[config.mk]
export PLATFORM = sky130hd
export DESIGN_NAME = clockworks
export DESIGN_NICKNAME = d
export VERILOG_FILES = /design/src/rtl/clockworks.sv
export SDC_FILE = /design/constraint.sdc
export NUM_CORES = 1
export LEC_CHECK = 0
export ABC_AREA = 1
export CAP_MARGIN = 20
export CELL_PAD_IN_SITES_DETAIL_PLACEMENT = 1
export CELL_PAD_IN_SITES_GLOBAL_PLACEMENT = 2
export CORE_UTILIZATION = 35
export DETAILED_ROUTE_END_ITERATION = 6
export DONT_BUFFER_PORTS = 1
export GPL_ROUTABILITY_DRIVEN = 0
export PLACE_DENSITY_LB_ADDON = 0.3
export SETUP_SLACK_MARGIN = 0.4
export SKIP_CTS_REPAIR_TIMING = 1
export SLEW_MARGIN = 25
export SYNTH_ARGS = -nofsm -noshare
export SYNTH_HDL_FRONTEND = slang
export SYNTH_SLANG_ARGS = --single-unit
[constraint.sdc]
create_clock -name CLK -period 2.35 [get_ports CLK]
set_clock_uncertainty 0.2 [all_clocks]
set_input_delay 0.5875 -clock CLK [delete_from_list [all_inputs] [get_ports CLK]]
set_output_delay 0.5875 -clock CLK [all_outputs]
set_load 0.02 [all_outputs]
[src/rtl/clockworks.sv]
// clockworks: derives the SoC system clock from the board oscillator and
// produces a glitch-free, synchronous, active-low system reset that is held
// for HOLD_CYCLES clk edges after configuration and after every button release.
// There is no reset input: every flop starts from its configuration value.
module clockworks #(
   parameter int SLOW              = 19,
   parameter int HOLD_CYCLES       = 16,
   parameter bit RESET_ACTIVE_HIGH = 1'b1
) (
   input  logic CLK,
   input  logic RESET,
   output logic clk,
   output logic resetn
);

   // Last hold count value; reaching it releases the reset.
   localparam logic [15:0] HOLD_LAST = 16'(HOLD_CYCLES - 1);

   generate
      if (SLOW > 0) begin : g_div
         logic [SLOW-1:0] div_cnt = '0;

         // Free-running divider, wraps naturally, never reset.
         always_ff @(posedge CLK) begin
            div_cnt <= div_cnt + SLOW'(1);
         end

         // Clock taken straight from a flop: 50% duty, no glitches.
         assign clk = div_cnt[SLOW-1];
      end else begin : g_nodiv
         assign clk = CLK;
      end
   endgenerate

   // Button normalised to active-high regardless of board wiring.
   logic rst_btn;
   assign rst_btn = RESET_ACTIVE_HIGH ? RESET : ~RESET;

   logic        rst_meta   = 1'b0;
   logic        rst_sync   = 1'b0;
   logic [15:0] hold_cnt   = 16'd0;
   logic        resetn_reg = 1'b0;

   // Two-flop synchroniser bringing the asynchronous button into clk.
   always_ff @(posedge clk) begin
      rst_meta <= rst_btn;
      rst_sync <= rst_meta;
   end

   // Hold counter: restarts on every button sample, saturates at the end of
   // the hold window, and only then lets the reset go.
   always_ff @(posedge clk) begin
      if (rst_sync) begin
         hold_cnt   <= 16'd0;
         resetn_reg <= 1'b0;
      end else if (hold_cnt < HOLD_LAST) begin
         hold_cnt   <= hold_cnt + 16'd1;
         resetn_reg <= 1'b0;
      end else begin
         resetn_reg <= 1'b1;
      end
   end

   assign resetn = resetn_reg;

endmodule

==> impl_results.rst <==
.. list-table::
   :header-rows: 1

   * - Metric
     - Value
   * - Result of the run
     - finished clean
   * - Area fraction in and, or, nand and nor cells after synthesis
     - around 30%
   * - CTS HTree Levels
     - 1
   * - Number of detailed-routing iterations run before antenna repair
     - 4
   * - Clock Latency Late Sink
     - between 0.2 and 0.3 ns
   * - Number of synthesis warnings
     - 0
   * - Summed instance area of the synthesized netlist
     - 1460 um2
   * - Family of cells with the greatest summed delay on the critical path
     - simple AND/OR/NAND/NOR gates
   * - Maximum achievable frequency
     - between 600 and 700 MHz
   * - Type of the worst min-delay path
     - reg2reg
   * - Slowest-stage cell, CP
     - dfxtp_1
   * - Finished Cell Area
     - between 1500 and 2000 um2
   * - Final count of hold timing violations
     - 0
   * - Setup violators final
     - 0
   * - Placement row count
     - 23
   * - Synthesized netlist net count
     - ~180
   * - DRC viols
     - 0
   * - Final worst-path cycle share
     - between 60% and 70%
   * - Register pins left without a clock
     - 19
   * - Slowest Stage Delay on Critical Path
     - about 0.37 ns
   * - Register with the highest flop count
     - g_div.div_cnt
   * - Mean instance size in the synthesized netlist
     - between 8 and 9 um2
   * - Min-delay src
     - g_div.div_cnt[0]$_DFF_P_
   * - Maximum clock insertion buffer count
     - 2
   * - Crit path cell chain
     - ha_1 -> nand3_1 -> nor2_1 -> nand3_1 -> xor2_1
   * - Endpoints left unconstrained
     - 20
   * - Max_slew headroom
     - about 63%
   * - Total power draw
     - ~540 uW
   * - Data required time of the critical path
     - 2.29 ns
   * - Setup Total Neg Slack
     - 0 ns
   * - Length in cells of the worst reg-to-reg path
     - 5
   * - Initial Util
     - a little over a third
   * - Remaining Overflow, GRT
     - 0
   * - VDD IR max
     - 0.000372 V
   * - Placed Instance Area
     - roughly 1500 um2
   * - CP max FO
     - 4
   * - IO Count
     - 4
   * - Maxcap violations
     - 0
   * - Setup CP Type
     - reg2reg
   * - Via density
     - between 4 and 5
   * - First-pass GRT wire length
     - about 4.6 mm
   * - XOR/XNOR share of the synthesized area
     - between 8 and 9%
   * - P&R area growth vs syn
     - 7.47%
   * - Arrival time worst endpoint
     - 1.49 ns
   * - Largest family of logic cells by synthesized area
     - simple AND/OR/NAND/NOR gates
   * - Critical path startpoint category
     - register
   * - Y dimension of the die
     - roughly 67 um
   * - Number of antenna violations at the first check in global routing
     - 0
   * - Power density over the cells
     - 348 nW/um2
   * - Number of filler instances in the final layout
     - ~500
   * - Register area
     - 761 um2
   * - TritonCTS Buffers
     - 3
   * - Compound-cell area share of the yosys netlist
     - under 10%
   * - Sequential fraction of the synthesis area
     - between 50% and 60%
   * - Share of cell area taken by muxes after synthesis
     - 0%
   * - #FFs+latches synth
     - 38
   * - Top Registers
     - g_div.div_cnt x19, hold_cnt x16
   * - Worst reg2reg startpoint
     - g_div.div_cnt[0]$_DFF_P_
   * - Pin slew with the least headroom to its limit
     - roughly 0.55 ns
   * - Worst R2R End
     - g_div.div_cnt[14]$_DFF_P_
   * - Number of vias after detailed routing
     - 1,072
   * - DR iter-0 viols
     - 16
   * - Antenna Violating Nets Remaining
     - 0
   * - Number of flip-flops under the largest register name
     - 19
   * - WHS Endpoint
     - g_div.div_cnt[0]$_DFF_P_
   * - Reg-to-reg setup timing slack
     - 0.80 ns
   * - Endpoint class of the critical path
     - register
   * - Final Max Tran Viols
     - 0
   * - Core outline area
     - ~4000 um2
   * - Util after Layout
     - around 39%
   * - Cell count after synthesis
     - between 150 and 200
   * - Clock-pin slew on the worst setup and hold paths
     - 0.07 ns
   * - Adder and majority cell fraction of the synthesized area
     - around 1.7%
   * - Layout Nets
     - around 190
   * - Post-synthesis cell type count
     - 18
   * - Largest net degree at the start of global routing
     - 22
   * - WL/cell
     - between 10 and 15 um
   * - Half-perimeter wire length after detailed placement
     - roughly 2.2 mm
   * - Worst Hold Depth
     - 1
   * - Cell mode on critical path
     - nand3_1
   * - Minimum clock period after layout
     - 1.55 ns
   * - Ratio of cells with drive above 1 in the final layout
     - 6.01%
   * - Total routing usage reported by global routing
     - 13.3%
   * - Leakage component of the power
     - roughly 0.0006 uW
   * - Via count of the first global-routing pass
     - between 1,000 and 1,500
   * - Routed wire length
     - around 2.6 mm
   * - Number of buffers inserted by port buffering
     - 0
   * - Full die area
     - between 4000 and 5000 um2
   * - TritonCTS clock tree
     - done
   * - Buffering stage count on the worst path with inverters included
     - 0
   * - Root Driver
     - clkbuf_8
   * - Area taken by multi-input logic gates
     - between 600 and 700 um2
   * - Die W
     - about 67 um
   * - Number of antenna repair diodes
     - 0
   * - Unrepaired setup endpoints after global routing
     - no
## cell usage in the layout (no fill, tap or decap)
cell,instances
nand3_1,9
nand2_1,40
nand2_4,1
nand3_2,1
buf_4,1
nor3_1,1
xnor2_1,5
inv_1,23
and2_1,1
nor2_2,1
dfxtp_1,38
nor2_1,34
ha_1,2
xor2_1,9
nand4_1,2
clkbuf_8,3
a21oi_1,5
nand3b_1,3
nor2_4,3
clkinv_2,1
## how the worst max path moves through the flow
stage	from	end	slack, ns	cells after the start
5_1_grt	g_div.div_cnt[0]$_DFF_P_	g_div.div_cnt[16]$_DFF_P_	0.65	8
4_1_cts	g_div.div_cnt[0]$_DFF_P_	g_div.div_cnt[14]$_DFF_P_	0.79	5
6_report	g_div.div_cnt[0]$_DFF_P_	g_div.div_cnt[14]$_DFF_P_	0.80	5
3_3_place_gp	g_div.div_cnt[0]$_DFF_P_	g_div.div_cnt[16]$_DFF_P_	0.89	8
3_5_place_dp	g_div.div_cnt[0]$_DFF_P_	g_div.div_cnt[14]$_DFF_P_	0.80	5
2_1_floorplan	g_div.div_cnt[18]$_DFF_P_	clk	0.91	0
## metrics by stage
step           cells  hold slack [ns]  setup slack, ns
5_1_grt          233            0.232            0.646
4_1_cts          233            0.224            0.789
3_5_place_dp     229            0.206            0.802
6_report         233            0.221            0.802
2_1_floorplan    180            0.182            0.914
3_3_place_gp     229            0.189            0.889
## cell usage after synthesis
cell	number	share of area [%]
clkbuf_1	2	0.52
nand4_1	2	0.86
nand2_4	1	0.77
dfxtp_1	38	52
xnor2_1	5	3.0
nor3_1	1	0.34
nand3_1	9	3.1
nor2_2	1	0.43
nand3_2	1	0.69
nor2_4	3	2.3
xor2_1	9	5.4
inv_1	23	5.9
nand3b_1	3	1.5
and2_1	1	0.43
nand2_1	40	10
a21oi_1	5	1.7
nor2_1	34	8.8
ha_1	2	1.7
## cell families after synthesis
logic type | Yosys count
DFF | 38
xor gates and xnor gates | 14
AOI/OAI and AO/OA | 5
and+or+nand+nor | 96
adders and majority gates | 2
buffers and inverters | 25
## per-layer routing
metal / up-vias / global-route usage (%) / part of all wire (%)
met5: - / 0 / 0
met4: 0 / 2.39 / 0
met3: 0 / 1.54 / 0.66
met2: 3 / 26.9 / 56
met1: 517 / 14.6 / 43
li1: 552 / - / -
## power breakdown
part / switching [uW] / leakage, uW / internal (uW)
logic: 0 / 0.000259 / 0
registers: 0 / 0.000308 / 322
clock network: 106 / 0.0000255 / 118
## final cells by class
type                    instances  area share [%]
repair buffers                  1           0.479
clock inverters                 1           0.319
multi-input cells             117            38.5
flip-flops and latches         38            48.6
well taps                      50            3.99
inverters                      23            5.51
clock buffers                   3            2.64
## worst reg2reg max path: cells and delay by family (launching register included)
family	cells	cell delay (ns)
xor gates and xnor gates	1	0.15
adders and majority gates	1	0.25
DFF	1	0.37
and+or+nand+nor	3	0.47
Note: power is estimated with default switching activity, not from simulation.
